[src/rtl/esc_arm_sequencer.sv]
// Arming / spin-up / run / spin-down sequencer for four ESC channels.
// Throttle updates are slew limited and aligned to the PWM frame boundary.
module esc_arm_sequencer #(
    parameter int CLK_PER_US = 50,
    parameter int FRAME_US   = 2500,
    parameter int ARM_FRAMES = 800,
    parameter int SLEW       = 4
) (
    input  logic        clock,
    input  logic        reset_n,
    input  logic        arm_req,
    input  logic        disarm_req,
    input  logic        kill,
    input  logic [31:0] throttle_cmd,
    output logic [31:0] throttle_out,
    output logic        idle,
    output logic        armed,
    output logic [1:0]  state,
    output logic        frame_tick
);

    localparam int PW = (CLK_PER_US > 1) ? $clog2(CLK_PER_US) : 1;
    localparam int FW = (FRAME_US > 1) ? $clog2(FRAME_US) : 1;
    localparam int AW = (ARM_FRAMES > 1) ? $clog2(ARM_FRAMES) : 1;

    localparam logic [PW-1:0] PRE_LAST = PW'(CLK_PER_US - 1);
    localparam logic [FW-1:0] FRM_LAST = FW'(FRAME_US - 1);
    localparam logic [AW-1:0] ARM_LAST = AW'(ARM_FRAMES - 1);
    localparam logic [8:0]    SLEW9    = 9'(SLEW);
    localparam logic [7:0]    SLEW8    = 8'(SLEW);

    typedef enum logic [2:0] {
        S_DISARMED,
        S_ARMING,
        S_SPINUP,
        S_RUN,
        S_SPINDOWN
    } fsm_t;

    fsm_t            fsm_reg;
    logic [AW-1:0]   arm_cnt_reg;
    logic [PW-1:0]   pre_reg;
    logic [FW-1:0]   frm_reg;
    logic            pre_wrap;
    logic            frame_wrap;
    logic [31:0]     track_all;
    logic [31:0]     spin_all;
    logic            all_at_cmd;
    logic            all_zero;

    assign pre_wrap   = (pre_reg == PRE_LAST);
    assign frame_wrap = pre_wrap && (frm_reg == FRM_LAST);

    // Free-running frame timer; only reset touches it.
    always_ff @(posedge clock or negedge reset_n) begin
        if (!reset_n) begin
            pre_reg    <= '0;
            frm_reg    <= '0;
            frame_tick <= 1'b0;
        end else begin
            pre_reg    <= pre_wrap ? '0 : pre_reg + 1'b1;
            if (pre_wrap)
                frm_reg <= frame_wrap ? '0 : frm_reg + 1'b1;
            frame_tick <= frame_wrap;
        end
    end

    // Per-channel next values: tracking toward cmd, and ramp toward zero.
    for (genvar gi = 0; gi < 4; gi++) begin : g_ch
        logic [7:0] cur;
        logic [7:0] cmd;
        logic [8:0] up_diff;
        logic [8:0] dn_diff;
        logic [7:0] up_step;
        logic [7:0] dn_step;

        assign cur     = throttle_out[gi*8 +: 8];
        assign cmd     = throttle_cmd[gi*8 +: 8];
        assign up_diff = {1'b0, cmd} - {1'b0, cur};
        assign dn_diff = {1'b0, cur} - {1'b0, cmd};
        assign up_step = cur + SLEW8;
        assign dn_step = cur - SLEW8;

        assign track_all[gi*8 +: 8] =
            (cmd > cur) ? ((up_diff > SLEW9) ? up_step : cmd) :
            (cmd < cur) ? ((dn_diff > SLEW9) ? dn_step : cmd) : cur;
        assign spin_all[gi*8 +: 8]  = (cur > SLEW8) ? dn_step : 8'd0;
    end

    assign all_at_cmd = (track_all == throttle_cmd);
    assign all_zero   = (spin_all == 32'd0);

    always_ff @(posedge clock or negedge reset_n) begin
        if (!reset_n) begin
            fsm_reg      <= S_DISARMED;
            arm_cnt_reg  <= '0;
            throttle_out <= '0;
            idle         <= 1'b1;
            armed        <= 1'b0;
            state        <= 2'd0;
        end else if (kill) begin
            fsm_reg      <= S_DISARMED;
            throttle_out <= '0;
            idle         <= 1'b1;
            armed        <= 1'b0;
            state        <= 2'd0;
        end else begin
            case (fsm_reg)
                S_DISARMED: begin
                    if (arm_req && !disarm_req) begin
                        fsm_reg     <= S_ARMING;
                        arm_cnt_reg <= '0;
                        state       <= 2'd1;
                    end
                end
                S_ARMING: begin
                    if (disarm_req) begin
                        fsm_reg <= S_DISARMED;
                        state   <= 2'd0;
                    end else if (frame_tick) begin
                        if (arm_cnt_reg == ARM_LAST) begin
                            fsm_reg <= S_SPINUP;
                            idle    <= 1'b0;
                            armed   <= 1'b1;
                            state   <= 2'd2;
                        end else begin
                            arm_cnt_reg <= arm_cnt_reg + 1'b1;
                        end
                    end
                end
                S_SPINUP, S_RUN: begin
                    if (disarm_req) begin
                        fsm_reg <= S_SPINDOWN;
                        armed   <= 1'b0;
                        state   <= 2'd3;
                    end else if (frame_tick) begin
                        throttle_out <= track_all;
                        if (all_at_cmd)
                            fsm_reg <= S_RUN;
                    end
                end
                S_SPINDOWN: begin
                    if (frame_tick) begin
                        throttle_out <= spin_all;
                        if (all_zero) begin
                            fsm_reg <= S_DISARMED;
                            idle    <= 1'b1;
                            state   <= 2'd0;
                        end
                    end
                end
                default: begin
                    fsm_reg      <= S_DISARMED;
                    throttle_out <= '0;
                    idle         <= 1'b1;
                    armed        <= 1'b0;
                    state        <= 2'd0;
                end
            endcase
        end
    end

endmodule

[config.mk]
export PLATFORM = sky130hd
export DESIGN_NAME = esc_arm_sequencer
export DESIGN_NICKNAME = d
export VERILOG_FILES = /design/src/rtl/esc_arm_sequencer.sv
export SDC_FILE = /design/constraint.sdc
export NUM_CORES = 1
export LEC_CHECK = 0
export CAP_MARGIN = 20
export CORE_MARGIN = 2
export CORE_UTILIZATION = 60
export CTS_CLUSTER_SIZE = 10
export DETAILED_ROUTE_END_ITERATION = 10
export GPL_TIMING_DRIVEN = 0
export PLACE_DENSITY = 0.94
export SETUP_SLACK_MARGIN = 0.1
export SYNTH_ARGS = -nofsm -noshare
export SYNTH_HDL_FRONTEND = slang
export SYNTH_SLANG_ARGS = --single-unit
export TNS_END_PERCENT = 30
[constraint.sdc]
create_clock -name clock -period 7.5 [get_ports clock]
set_clock_uncertainty 0.1 [all_clocks]
set_input_delay 1.875 -clock clock [delete_from_list [all_inputs] [get_ports clock]]
set_output_delay 1.875 -clock clock [all_outputs]
set_load 0.02 [all_outputs]
Word level (Yosys, flattened, before mapping):

Index checks and enable logic that the tools add are counted.

* register bits: 68
* input port bits: 37
* output and inout bits: 37

* add/subtract/negate cells: 19
* $lt $le $gt $ge: 20
* equality and inequality tests: 28
* mux-type cells: 65
* bitwise logic cells: 1
* reductions and logical operators: 16

Operators by type and width (number)
* $mux 8: 20
* $mux 32: 4
* $pmux 32 s3: 1
* $gt 9x3->1 const B: 8
* $sub 8x8->9: 8
* $mux 10: 4
* $add 8x3->8 const B: 4
* $eq 32x32->1: 1
* $gt 8x3->1 const B: 4
* $gt 8x8->1: 4
* $logic_not 32->1: 1
* $lt 8x8->1: 4
* $sub 8x3->8 const B: 4
* $mux 3: 10
* $ne 3x3->1 const B: 9
* $pmux 10 s2: 1
* $reduce_and 6->1: 3
* $mux 2: 8
* $ne 4x4->1 const B: 4
* $add 12x1->12 const B: 1
* $eq 12x12->1 const B: 1
* $mux 12: 1
* $pmux 3 s4: 1
* $mux 1: 11
* other kinds (22): 32

Longest topological paths before layout:

Gate-level depths: netlist of run 1.

* depth after elaboration: 11
* mapped depth: 17
* mapped depth without buffers: 14

Least setup slack after synthesis of run 1:

No wires, ideal clock.

* path type: input to register
* start: in throttle_cmd[3]
* end: reg fsm_reg[0]
* setup time: 0.092 ns
* arrival: 5.002 ns
* required time: 7.308 ns
* path slack: 2.306 ns
* cell stages on the path: 16
* buffers on the path: 3
* cells stage by stage: clkbuf_1 inv_1 ha_1 buf_6 nand2_1 a21oi_1 or4b_1 a221o_1 or3_1 buf_2 a31oi_1 o2bb2ai_1 a311o_1 nor4_1 a21boi_1 o31ai_2

* word-level cells in the longest chain between the ends: 8

Ends and longest elaborated chain
* start: declaration: line 14 `input logic [31:0] throttle_cmd,`
* $sub 8x8->9: line 80 `assign dn_diff = {1'b0, cur} - {1'b0, cmd};`
* $gt 9x3->1: line 86 `(cmd < cur) ? ((dn_diff > SLEW9) ? dn_step : cmd) : cur;`
* $mux 8 (2 in a row): line 86
* $mux 8: line 85 `(cmd > cur) ? ((up_diff > SLEW9) ? up_step : cmd) :`
* $eq 32x32->1 *: line 90 `assign all_at_cmd = (track_all == throttle_cmd);`
* $ne 4x4->1 (no source line) *
* $reduce_and 7->1 (no source line) *
* end signal: assignment: line 95 `fsm_reg <= S_DISARMED;`
* end signal: assignment: line 102 `fsm_reg <= S_DISARMED;`
* end signal: assignment: line 111 `fsm_reg <= S_ARMING;`
* end: declaration: line 40 `fsm_t fsm_reg;`

Mark *: on every way between the ends. The rest lies on a longest branch, timed or not.
A chain may end at the register's enable or synchronous reset.

Worst setup path after layout of run 1:

* start: in throttle_cmd[5]
* end: reg fsm_reg[0]

Same word-level chain as after synthesis.

==> results_dict.tcl, run 1 <==
set metrics [dict create \
    status "finished clean" \
    synth-edff-count 0 \
    htree_levels 3 \
    finalMaxSlewViolations 0 \
    via_per_inst 6.714 \
    p_int_w 0.0008138 \
    p_switching_w 0.0005040 \
    track_usage_pct 36.28 \
    yosys_warnings 0 \
    grt_overflow 0 \
    clock_sinks 68 \
    p_leak_nw 4.517 \
    synth_area_per_cell_sq_um 7.257 \
    synth_nets 1471 \
    finalSetupViolations 0 \
    grt_pass1_vias 10260 \
    cts_made_buffers 9 \
    drive_above_1_share_pct 4.937 \
    numPortBuffers 72 \
    placementRows 46 \
    syn_area_sq_um 9797 \
    clk_pin_slew_ns 0.06 \
    fin_crit_ns 6.359 \
    core_area_sq_um 15940 \
    areaGrowthSynthToFinish_pct 13.22 \
    dieArea_sq_um 17370 \
    postCtsHoldBufs 0 \
    cts-root-buf "clkbuf_16" \
    p_clk_share_pct 35.1 \
    relSlewSlack_pct 28.92 \
    final_antenna_net_count 0 \
    setup_tns_ns 0 \
    largest_reg_flops 32 \
    cp_max_fo 10 \
    drc 0 \
    drv_cap 0 \
    arrival_ns 6.52 \
    powerDensity_nw_per_um2 118.8 \
    rsz0062_at_grt "false" \
    cts_tree "yes" \
    switching_share_pct 38.25 \
    cts_resized 0 \
    tightestPinTransition_ns 1.064 \
    gp_congestion 1.005 \
    firstDrtPassIters 8 \
    p_seq_share_pct 30.5 \
    hp-class "reg2reg" \
    wl_mm 32.51 \
    nets 1554 \
    yosys_most_used_dff "dfrtp_1" \
    ys_ff_latch 68 \
    wl_per_cell_microns 19.65 \
    hold_viol 0 \
    yosysSeqAreaShare_pct 17.38 \
    fp.dieW_microns 131.8 \
    timing.final.crit_share_pct 84.79 \
    grt_pass1_wl_mm 52.14 \
    num_io_pins 74 \
    clock_path_buffers 2 \
    async_flop_share_pct 100.0 \
    clk_latency_ns 0.35 \
    grt_max_degree 69 \
    antenna_cells 0 \
    drtIter0Drc 1485 \
    comb_power_share_pct 34.4 \
    netlist_instances 1350 \
    start_kind "primary input" \
    post_cts_buffers 0 \
    synthDistinctLibCells 86 \
    crit_type "in2reg" \
    antenna_found_initial 1 \
    finish.utilization_pct 69.57 \
    vias 11110 \
    fmax_ghz 0.1573 \
    dp_hpwl_mm 24.00 \
    end_kind "flip-flop" \
    fp.dieH_microns 131.8 \
    start_util_pct 61.45 \
    irDropWorstVdd_mv 0.1208 \
    worstPathRequired_ns 7.66 \
]
-- cell usage in the layout (no fill, tap or decap), types with 44 or more instances in the layout --
| master | netlist | routed |
|---|---|---|
| dfrtp_1 | 67 | 67 |
| nand3_1 | 44 | 44 |
| a21oi_1 | 94 | 94 |
| ha_1 | 80 | 80 |
| nand2_1 | 124 | 124 |
| nor3_1 | 45 | 45 |
| nor2_1 | 128 | 128 |
| inv_1 | 82 | 82 |
| o21ai_0 | 108 | 108 |
| xnor2_1 | 46 | 46 |
| clkdlybuf4s50_1 | 0 | 71 |
| clkbuf_1 | 53 | 53 |
-- cell usage after synthesis, types with 11 or more instances --
library cell    n  area share, %
nor2b_1        14           0.89
a211oi_1       19            1.5
o22ai_1        21            1.3
mux2i_1        17            1.7
nor2_1        128            4.9
nand2b_1       27            1.7
nand2_1       124            4.8
o31ai_1        18            1.4
ha_1           80             10
dfrtp_1        67             17
a22o_1         15            1.3
nor3_1         45            2.3
xor2_1         30            2.7
a221oi_1       14            1.3
a21o_1         12           0.92
a31oi_1        11           0.70
nor4_1         15           0.96
clkbuf_1       53            2.0
a21oi_1        94            4.8
xnor2_1        46            4.1
o21ai_0       108            5.5
a211o_1        15            1.3
inv_1          82            3.1
o21a_1         13            1.0
nand4_1        20            1.3
buf_2          12           0.61
nand3_1        44            2.2
or3_1          17            1.1
-- power groups by stage --
stage	Sequential (W)	Combinational (W)	Clock, W
CTS	0.000401	0.000438	0.000458
finish	0.000402	0.000453	0.000463
detailed placement	0.000408	0.000433	0
global placement	0.000407	0.000424	0
floorplan	0.000413	0.000287	0
global route	0.000404	0.000489	0.000473
-- kinds of logic after synthesis --
group / Yosys count / synth area share [%]
and+or+nand+nor: 495 / 25.25
AOI/OAI and AO/OA: 444 / 30.51
buffers and inverters: 161 / 6.718
adders and majority gates: 84 / 11.03
xor gates and xnor gates: 76 / 6.794
DFF: 68 / 17.38
muxes: 22 / 2.312
-- cell type report --
type	count	area [sq um]
buffer	79	350.3
clock buffer	9	225.2
clock inverter	7	81.33
fill	1384	4851
inverter	82	307.8
multi-input combinational	1121	7436
sequential	68	1703
tap	216	270.3
timing repair buffer	72	718.2
-- through the flow --
step                      hold WS (ns)  cell area (sq um)  setup WS (ns)  instances  total power (W)
final                           0.4086              11090          1.141       1654         0.001318
after global routing            0.4231              11090         0.7569       1654         0.001366
after CTS                       0.4057              11090          1.235       1654         0.001298
after detailed placement        0.3925              10790         0.8682       1638        0.0008414
after global placement          0.3690              10790         0.9998       1638        0.0008315
after floorplan                 0.3602               9797          2.306       1350        0.0006998
-- metal layers --
layer  routed length, microns  GRT usage (%)  vias up
met2                    14430          57.33      745
li1                         -              -     5130
met5                       13              0        -
met1                    13430          48.47     5104
met4                     1391          16.79        2
met3                     3240          6.382      124
-- worst paths after layout --
kind	start	end	slack, ns	depth (start not counted)
worst max-delay path	throttle_cmd[5]	fsm_reg[0]	1.14	15
worst min-delay path	idle	idle	0.41	2
worst max register to register	throttle_out[18]	fsm_reg[0]	2.83	14
worst min register to register	idle	idle	0.41	2
max in group asynchronous	reset_n	throttle_out[25]	5.11	1
min in group asynchronous	reset_n	throttle_out[20]	1.55	1
-- worst max-delay path: stages --
cell	delay, ns
clkdlybuf4s50_1	0.49
clkbuf_1	0.29
inv_1	0.13
ha_1	0.35
clkbuf_1	0.23
a21oi_1	0.31
a21oi_1	0.15
a2111oi_2	0.91
nor3_1	0.25
a211oi_1	0.41
o311a_1	0.25
nand4b_1	0.11
nor4_1	0.43
a21boi_1	0.14
o31ai_2	0.18
Power figures use the tool's default switching activity.
==> run 2, diff against run 1 <==
CORE_UTILIZATION = 55   (was 60)
PLACE_DENSITY = 0.91   (was 0.94)
clock period = 5.6 ns   (was 7.5 ns; I/O delays follow)
==> run 2 against run 1 <==
Effect of this change:
- highest routed layer is now met4
- clock-buffer cell count is the same
- sequential power grew 34%
- combinational power grew 35%
- hold slack lost 0.023 ns
- utilization shrank 5.0 points
- critical path depth grew 2
- critical path type unchanged
- die area grew 8.8%
- via count grew 0.46%
- sequential share of layout area shrank 0.16 points
- wire length grew 0.78%
==> results_dict.tcl, run 2 (synthesis gave the netlist of run 1 again) <==
set metrics [dict create \
    dp_hpwl_mm 24.49 \
    drc 0 \
    finish.utilization_pct 64.60 \
    worstPathRequired_ns 5.76 \
    layout_common_cells "126 x nor2_1, 123 x nand2_1, 107 x o21ai_0" \
    clock_path_buffers 2 \
    finalMaxSlewViolations 0 \
    postCtsHoldBufs 0 \
    fin_crit_ns 5.549 \
    arrival_ns 5.71 \
    p_leak_nw 4.578 \
    hold_viol 0 \
    fp.dieH_microns 137.5 \
    largest_reg_flops 32 \
    num_io_pins 74 \
    r2r_end "fsm_reg[0]" \
    placementRows 48 \
    r2r_slack_ns 1.21 \
    rsz0062_at_grt "true" \
    antenna_cells 0 \
    htree_levels 3 \
    r2r-start "throttle_out[19]" \
    finalSetupViolations 0 \
    ff2ff_path_depth 14 \
    dieArea_sq_um 18900 \
    antenna_found_initial 0 \
    areaGrowthSynthToFinish_pct 14.44 \
    irDropWorstVdd_mv 0.1708 \
    grt_overflow 0 \
    setup_tns_ns 0 \
    drtIter0Drc 1462 \
    clock_sinks 68 \
    via_per_inst 6.700 \
    vias 11160 \
    cts_tree "yes" \
    crit_type "in2reg" \
    final-seq-area_sq_um 1703 \
    firstDrtPassIters 6 \
    clk_pin_slew_ns 0.06 \
    cts-root-buf "clkbuf_16" \
    hold_path_end "state[0]" \
    gp_congestion 1.011 \
    timing.final.crit_share_pct 99.10 \
    grt_max_degree 63 \
    core_area_sq_um 17360 \
    power_w 0.001765 \
    grt_pass1_wl_mm 52.23 \
    min_from "state[0]" \
    final_antenna_net_count 0 \
    nets 1556 \
    drv_cap 0 \
    numPortBuffers 72 \
    powerDensity_nw_per_um2 157.5 \
    mostFrequentLayoutCell "nor2_1" \
    drive_above_1_share_pct 5.833 \
    min_delay_path_depth 2 \
    hp-class "reg2reg" \
    fp.dieW_microns 137.5 \
    fillers 1502 \
    start_util_pct 56.44 \
    track_usage_pct 34.59 \
    tightestPinTransition_ns 0.9737 \
    fin_area_sq_um 11210 \
    wl_mm 32.76 \
    cp_max_fo 8 \
    multiInputGateArea_sq_um 7497 \
    fmax_ghz 0.1802 \
    clk_latency_ns 0.35 \
    relSlewSlack_pct 34.85 \
    start_kind "primary input" \
    grt_pass1_vias 10180 \
    end_kind "flip-flop" \
    wl_per_cell_microns 19.67 \
    cts_made_buffers 9 \
    status "finished clean" \
    placed_cell_area_sq_um 10820 \
]
## run 2: cell types whose count changed in the layout (fill, tap and decap cells not counted), moves of 2 or more
cell | before | now
buf_4 | 7 | 9
clkbuf_1 | 53 | 48
clkbuf_2 | 1 | 6
nor4_4 | 2 | 4
nor2_1 | 128 | 126
## run 2: routing by layer
metal	GRT usage [%]	vias up	wire length, microns
li1	-	5132	-
met1	46.66	5252	13680
met2	54.56	658	14630
met3	6.255	114	3099
met4	14.15	0	1349
met5	0	-	0
## run 2: how the worst max path moves through the flow
stage,start,endpoint,slack (ns),cells past startpoint
2_1_floorplan,throttle_cmd[3],fsm_reg[0],0.88,16
3_3_place_gp,throttle_cmd[5],fsm_reg[0],-0.54,15
3_5_place_dp,throttle_cmd[5],fsm_reg[0],-0.59,15
4_1_cts,throttle_cmd[5],fsm_reg[0],0.13,16
5_1_grt,throttle_cmd[29],fsm_reg[0],-0.12,16
6_report,throttle_cmd[3],fsm_reg[0],0.05,17
## run 2: through the flow
stage / hold WS (ns) / setup slack, ns / cells
finish: 0.3857 / 0.05054 / 1665
global route: 0.4177 / -0.1236 / 1665
CTS: 0.3939 / 0.1271 / 1664
detailed placement: 0.3790 / -0.5874 / 1648
global placement: 0.3707 / -0.5384 / 1647
floorplan: 0.3602 / 0.8813 / 1350
## run 2: power breakdown
group	total (W)	leakage, nW	internal (W)	switching [W]
combinational	0.000613	3.50	0.000225	0.000387
clock	0.000613	0.147	0.000352	0.000261
sequential	0.000539	0.929	0.000516	0.0000231
total	0.00177	4.58	0.00109	0.000672
## run 2: cell type report
class	instances	area share, %
well taps	225	2.511
inverters	82	2.745
multi-input cells	1121	66.87
flip-flops and latches	68	15.19
clock inverters	7	0.7254
clock buffers	9	2.009
plain buffers	78	3.147
repair buffers	75	6.807
## run 2: what timing repair did
item | 4_1_cts | 5_1_grt
buffers inserted | 0 | 2
pin swaps | 0 | 2
resized for setup | 6 | 16
endpoints found under the setup margin | 1 | 7
## run 2: worst max-delay path, stage by stage
cell	delay, ns
clkdlybuf4s50_1	0.49
clkbuf_1	0.34
inv_1	0.12
ha_1	0.33
buf_6	0.14
nand2_1	0.12
a21oi_1	0.07
or4b_1	0.51
a221o_1	0.35
or3_1	0.30
buf_2	0.17
a31oi_1	0.19
o2bb2ai_1	0.13
a311o_1	0.37
nor4_2	0.36
a21boi_1	0.12
o31ai_2	0.18
